`src/rtl/uart_pkg.sv`:
```
// Shared UART types and constants for the receiver, transmitter and benches.
package uart_pkg;

    typedef enum logic [2:0] {
        IDLE,
        START,
        DATA,
        STOP,
        BRK
    } rx_state_t;

    localparam int DEF_BAUD_DIV = 2604;

    localparam logic [7:0] CMD_GO   = 8'h67;
    localparam logic [7:0] CMD_STOP = 8'h73;

endpackage

```
`src/rtl/rx_synch.sv`:
```
// Two-flop synchroniser, preset high, with a falling-edge strobe.
// Reusable for any asynchronous input that idles high.
module rx_synch (
    input  logic clk,
    input  logic rst_n,
    input  logic din,
    output logic dout,
    output logic fall
);

    logic [2:0] sr;

    always_ff @(posedge clk) begin
        if (!rst_n) begin
            sr <= 3'b111;
        end else begin
            sr <= {sr[1:0], din};
        end
    end

    assign dout = sr[1];
    assign fall = sr[2] & ~sr[1];

endmodule

```
`src/rtl/uart_rcv_fc.sv`:
```
// 8N1 UART receiver with false-start rejection and framing-error flag.
// Define UART_RCV_OVERRUN_EN to add the ovr_err output.
module uart_rcv_fc
    import uart_pkg::*;
#(
    parameter int BAUD_DIV = DEF_BAUD_DIV
) (
    input  logic       clk,
    input  logic       rst_n,
    input  logic       RX,
    input  logic       clr_rdy,
    output logic [7:0] rx_data,
    output logic       rdy,
    output logic       frm_err
`ifdef UART_RCV_OVERRUN_EN
    ,
    output logic       ovr_err
`endif
);

    localparam logic [11:0] HALF_CNT = 12'(BAUD_DIV / 2);
    localparam logic [11:0] FULL_CNT = 12'(BAUD_DIV - 1);

    rx_state_t   state;
    logic [11:0] baud_cnt;
    logic [2:0]  bit_cnt;
    logic [7:0]  shift;
    logic        rx_s;
    logic        fall;

    rx_synch u_synch (
        .clk  (clk),
        .rst_n(rst_n),
        .din  (RX),
        .dout (rx_s),
        .fall (fall)
    );

    always_ff @(posedge clk) begin
        if (!rst_n) begin
            state    <= IDLE;
            baud_cnt <= '0;
            bit_cnt  <= '0;
            shift    <= '0;
            rx_data  <= '0;
            rdy      <= 1'b0;
            frm_err  <= 1'b0;
`ifdef UART_RCV_OVERRUN_EN
            ovr_err  <= 1'b0;
`endif
        end else begin
            // Acknowledge first; a same-cycle set below overrides it.
            if (clr_rdy) begin
                rdy     <= 1'b0;
                frm_err <= 1'b0;
`ifdef UART_RCV_OVERRUN_EN
                ovr_err <= 1'b0;
`endif
            end
            unique case (state)
                IDLE: begin
                    if (fall) begin
                        baud_cnt <= HALF_CNT;
                        frm_err  <= 1'b0;
`ifndef UART_RCV_OVERRUN_EN
                        rdy      <= 1'b0;
`endif
                        state    <= START;
                    end
                end
                START: begin
                    if (baud_cnt == 12'd0) begin
                        if (rx_s) begin
                            state <= IDLE;
                        end else begin
                            baud_cnt <= FULL_CNT;
                            bit_cnt  <= 3'd0;
                            state    <= DATA;
                        end
                    end else begin
                        baud_cnt <= baud_cnt - 12'd1;
                    end
                end
                DATA: begin
                    if (baud_cnt == 12'd0) begin
                        shift    <= {rx_s, shift[7:1]};
                        baud_cnt <= FULL_CNT;
                        bit_cnt  <= bit_cnt + 3'd1;
                        if (bit_cnt == 3'd7) begin
                            state <= STOP;
                        end
                    end else begin
                        baud_cnt <= baud_cnt - 12'd1;
                    end
                end
                STOP: begin
                    if (baud_cnt == 12'd0) begin
                        if (rx_s) begin
                            rx_data <= shift;
                            rdy     <= 1'b1;
`ifdef UART_RCV_OVERRUN_EN
                            if (rdy && !clr_rdy) begin
                                ovr_err <= 1'b1;
                            end
`endif
                            state   <= IDLE;
                        end else begin
                            frm_err <= 1'b1;
                            state   <= BRK;
                        end
                    end else begin
                        baud_cnt <= baud_cnt - 12'd1;
                    end
                end
                BRK: begin
                    if (rx_s) begin
                        state <= IDLE;
                    end
                end
                default: begin
                    state <= IDLE;
                end
            endcase
        end
    end

endmodule

```
`config.mk`:
```
export PLATFORM = sky130hd
export DESIGN_NAME = uart_rcv_fc
export DESIGN_NICKNAME = d
export VERILOG_FILES = /design/src/rtl/uart_pkg.sv /design/src/rtl/rx_synch.sv /design/src/rtl/uart_rcv_fc.sv
export SDC_FILE = /design/constraint.sdc
export NUM_CORES = 1
export LEC_CHECK = 0
export CORE_AREA = 2 2 68 70
export DETAILED_ROUTE_END_ITERATION = 8
export DIE_AREA = 0 0 70 72
export PLACE_DENSITY_LB_ADDON = 0.3
export SYNTH_ARGS = -nofsm -noshare
export SYNTH_HDL_FRONTEND = slang
export SYNTH_SLANG_ARGS = --single-unit
```
`constraint.sdc`:
```
create_clock -name clk -period 2.15 [get_ports clk]
set_clock_uncertainty 0.05 [all_clocks]
set_input_delay 0.43 -clock clk [delete_from_list [all_inputs] [get_ports clk]]
set_output_delay 0.43 -clock clk [all_outputs]
set_load 0.05 [all_outputs]
```
## Word-level counts from Yosys, hierarchy flattened

Index checks and enable logic that the tools add are counted.

- Register bits after elaboration: 39
- Latch bits: 0
- Bits in writable memories: 0
- Bits in read-only memories: 0
- Bits of input ports: 4
- Output and inout bits: 10
- Memories: 0

- $add $sub $neg: 2
- Multiply operators: 0
- Div/mod/pow operators: 0
- $lt $le $gt $ge: 0
- Eq/ne operators: 14
- Shift-type cells: 0
- Muxes and demuxes: 29
- Bitwise gates (word level): 2
- Reductions and logical operators: 9

Operators by type and width:

| operator | count |
|---|---|
| two-way mux 12 bit | 5 |
| case mux 12 bit (4 select lines) | 1 |
| two-way mux 3 bit | 10 |
| case mux 3 bit (5 select lines) | 1 |
| != test 2 bit (second input constant) | 7 |
| zero test 12 bit | 1 |
| subtractor 12 x 1 -> 12 bit (second input constant) | 1 |
| two-way mux 1 bit | 8 |
| AND reduction 4 bit | 2 |
| equality test 3 x 2 -> 1 bit (second input constant) | 2 |
| equality test 3 bit (second input constant) | 2 |
| case mux 3 bit (2 select lines) | 1 |
| AND reduction 6 bit | 1 |
| case mux 1 bit (2 select lines) | 2 |
| nonzero test 4 bit | 1 |
| adder 3 x 1 -> 3 bit (second input constant) | 1 |
| equality test 3 x 1 -> 1 bit (second input constant) | 1 |
| zero test 3 bit | 1 |
| != test 3 bit (second input constant) | 1 |
| AND reduction 3 bit | 1 |
| two-way mux 2 bit | 1 |
| != test 2 x 1 -> 1 bit (second input constant) | 1 |
| AND reduction 2 bit | 1 |
| nonzero test 2 bit | 1 |
| 2 further kinds | 2 |

## Longest topological paths before layout

- Depth after elaboration: 4
- Gate-level depth with buffers: 8

## Hierarchy

Synthesis repeated with hierarchy kept, for this count alone.

- Cell total of the unflattened synthesis: 220
- Area, all modules: 1858.0 um^2

By module, submodules not included:

| module | instances | cells an instance | area an instance (um^2) | seq. area each (um^2) |
|---|---|---|---|---|
| uart_rcv_fc | 1 | 213 | 1773.0 | 720.7 |
| rx_synch | 1 | 7 | 85.1 | 60.1 |

## Least setup slack after synthesis

OpenSTA, ideal clock, no wires.

- Kind: reg2reg
- Start: reg baud_cnt[0]
- End: reg baud_cnt[8]
- Arrival time: 1570 ps
- Setup slack: 409 ps
- Stages on the path, launching flop included: 6
- Buffers on the path: 0
- Period minus slack after synthesis: 1741 ps
- Path through: dfxtp_1 inv_1 ha_1 nor3b_1 a22oi_1 o311a_1

- Word-level cells in the longest chain between the ends: 3
- Elaborated cells between the ends (all ways): 9
- Those cells by class: 1 x add/sub; 2 x eq/ne; 4 x mux; 2 x reduce/logical

RTL lines:

| element | line | source |
|---|---|---|
| from (decl) | uart_rcv_fc.sv:25 | `logic [11:0] baud_cnt;` |
| from (signal assigned) | uart_rcv_fc.sv:81 | `baud_cnt <= baud_cnt - 12'd1;` |
| from (signal assigned) | uart_rcv_fc.sv:93 | `baud_cnt <= baud_cnt - 12'd1;` |
| from (signal assigned) | uart_rcv_fc.sv:112 | `baud_cnt <= baud_cnt - 12'd1;` |
| subtractor 12 x 1 -> 12 bit or zero test 12 bit (tied branches) | n/a |  |
| two-way mux 12 bit, or another cell as far along | uart_rcv_fc.sv:97 | `if (baud_cnt == 12'd0) begin` |
| case mux 12 bit (4 select lines) or AND reduction 4 bit (tied branches) | n/a |  |

Parallel ways exist; a longest one is shown, timed or not. The select of a mux whose other input is x is not followed.
A chain may end at the register's enable or synchronous reset.

## Worst setup path after layout

- Start: reg rx_data[7]
- End: out rx_data[7]

RTL lines:

| element | line | source |
|---|---|---|
| from (decl) | uart_rcv_fc.sv:12 | `output logic [7:0] rx_data,` |
| from (signal assigned) | uart_rcv_fc.sv:99 | `rx_data <= shift;` |

No word-level cell between the ends.

==> results.ini <==
[run_status]
status = finished clean

[place]
post-dp-hpwl_mm = 2.710
gp_congestion = 0.9580
port_buffers = 13

[power_and_ir_drop]
peakVddDrop_mv = 0.4200
p_leak_nw = 0.8012
power_density_nw_per_um2 = 751.6
total_power_mw = 1.617

[yosys]
ys_types = 46
synth_area_leaders = dfxtp_1 41%, nor2_1 6.8%, mux2i_1 5.8%
ys_warn_count = 0
synthSimpleGateAreaFrac_pct = 25.22
synth_compound_area_share_pct = 18.99
async_flop_share_pct = 0
seq_area_frac_synth_pct = 41.30
synthCells = 216
synth_fa_ha_area_share_pct = 2.647
synthXorXnorAreaFrac_pct = 0.4633
ys_ff_latch = 39
syn-mean-instance-area_um2 = 8.753
synth_area_um2 = 1891
synth.net_count = 224
yosysTopAreaCell = dfxtp_1
synth_edf_count = 0
synth_ff_type = dfxtp_1
synth_top_area_share_pct = 41.30
synth_mux_area_share_pct = 5.824
synth_top_family_by_area = simple AND/OR/NAND/NOR gates

[floorplanning]
dieHeight_um = 72
boundaryPins = 14
dieArea_um2 = 5040
core_area_um2 = 4264
fp.dieW_um = 70
num_rows = 24
start_util_pct = 44.34

[routing]
wl_per_cell_um = 13.66
ant_nets = 0
drc = 0
first_pass_iters = 4
drtIter0Drc = 71
via_per_inst = 5.574
drt_wl_total_mm = 3.852
vias = 1572

[worst_setup_path]
crit_path_start_kind = flop
critical_path.slowest_cell = clkdlybuf4s50_1
cp_slowest_stage_delay_ns = 0.81
crit_type = flop to primary output
cp_top_family = buffers and inverters
path_buf_inv = 1
cp-end-kind = primary output
crit_arrival_ns = 1.45
path_depth = 1
worst-path-max-fanout = 2
r2r_slack_ns = 0.23
reg2regPathDepth = 5
path_cells = clkdlybuf4s50_1
required_ns = 1.67

[finish]
final_util_pct = 50.44
area_growth_pct = 13.77
layout_commonest_cell = dfxtp_1
final_layout_size_suffix_gt1_share_pct = 13.91
fill_cells = 415
diodes = 0
layout_common_cells = 39 x dfxtp_1, 34 x nor2_1, 23 x nand2_1, 17 x a21oi_1, 13 x clkdlybuf4s50_1
final_nets = 237

[timing]
hold_viol_final = 0
tightest_slew_ns = 0.4958
timing.hold.ws_ns = 0.3642
setup_tns_ns = 0
post-route-min-period_ns = 1.930
finalCritPeriodShare_pct = 89.77
max_slew_margin_pct = 66.85
setup_viol_count_final = 0
slew_viol_final = 0
max_freq_mhz = 518.1
rsz0062_at_grt = false

[clock_tree]
ctsResizeCount = 0
clk_pin_slew_ns = 0.08
cts_tree = yes
clock_latency_ns = 0.30
postCtsSetupRepairBufs = 0
cts.sinks = 39
htree_num_levels = 2
numCtsBuffers = 5
cts_max_path_buffers = 2
cts_hold_buf = 0
clock_tree.root_cell = clkbuf_8

[global_route]
grt_usage_pct = 16.55
grt_pass1_vias = 1430
grt_max_degree = 24
gr-total-overflow = 0
antenna_found_initial = 0
grt_pass1_wl_mm = 6.665

[run]
cap_violations = 0

[hold_path]
hold_depth = 1
hp-class = flop to flop

stage by stage:
stage | std cells | area (um^2) | worst slack [ns]
after floorplan | 216 | 1891 | 0.4086
after global placement | 274 | 2057 | 0.2304
after detailed placement | 274 | 2057 | 0.2628
after CTS | 282 | 2151 | 0.1968
after global routing | 282 | 2151 | 0.07996
final | 282 | 2151 | 0.2200
worst paths after layout:
path,endpoint,from
max reg2reg,baud_cnt[4]$_SDFFE_PN0P_,state[0]$_SDFFE_PN0P_
min,u_synch.sr[1]$_SDFF_PN1_,u_synch.sr[0]$_SDFF_PN1_
min reg2reg,u_synch.sr[1]$_SDFF_PN1_,u_synch.sr[0]$_SDFF_PN1_
max,rx_data[7],rx_data[7]$_SDFFE_PN0P_
state kept, by name, indices dropped and copies added, names as in the netlist:
name        count
baud_cnt       12
rx_data         8
shift           8
bit_cnt         3
state           3
u_synch.sr      3
frm_err         1
rdy             1
routing by layer:
layer  global-route usage (%)  up-vias  wire, um
li1                         -      793         -
met2                    24.23       30      1636
met4                    6.410        0        58
met3                    4.444        6       197
met1                    23.34      743      1959
met5                        0        -         0
cell usage after synthesis (all sizes together) (4+ instances only):
cell and n:
dfxtp 39, a22oi 5, ha 4, nor2 35, nor3 7, mux2i 11
nand4 4, clkbuf 5, o21ai 5, a21oi 23, nand2 23, nand2b 5
nor4 4, buf 9
power breakdown:
part           total [mW]  internal, mW  switching, mW  leakage, nW
sequential          0.779         0.744         0.0350        0.316
clock               0.510         0.232          0.279       0.0443
combinational       0.327         0.136          0.191        0.441
total                1.62          1.11          0.504        0.801
kinds of logic after synthesis:
| family | after synthesis |
|---|---|
| compound gates | 51 |
| xor+xnor | 1 |
| fa+ha+maj | 4 |
| buf+inv | 17 |
| flops | 39 |
| mux | 11 |
| simple gates | 93 |
final cells by class:
cell class                      count  area [um^2]  area share, %
Sequential cell                    39        780.7          36.30
Clock buffer                        5        68.82          3.200
Timing Repair Buffer               20        195.2          9.075
Inverter                            3        11.26         0.5236
Multi-Input combinational cell    160         1005          46.71
Tap cell                           52        65.06          3.025
Clock inverter                      3        25.02          1.163
Power figures use the tool's default switching activity.
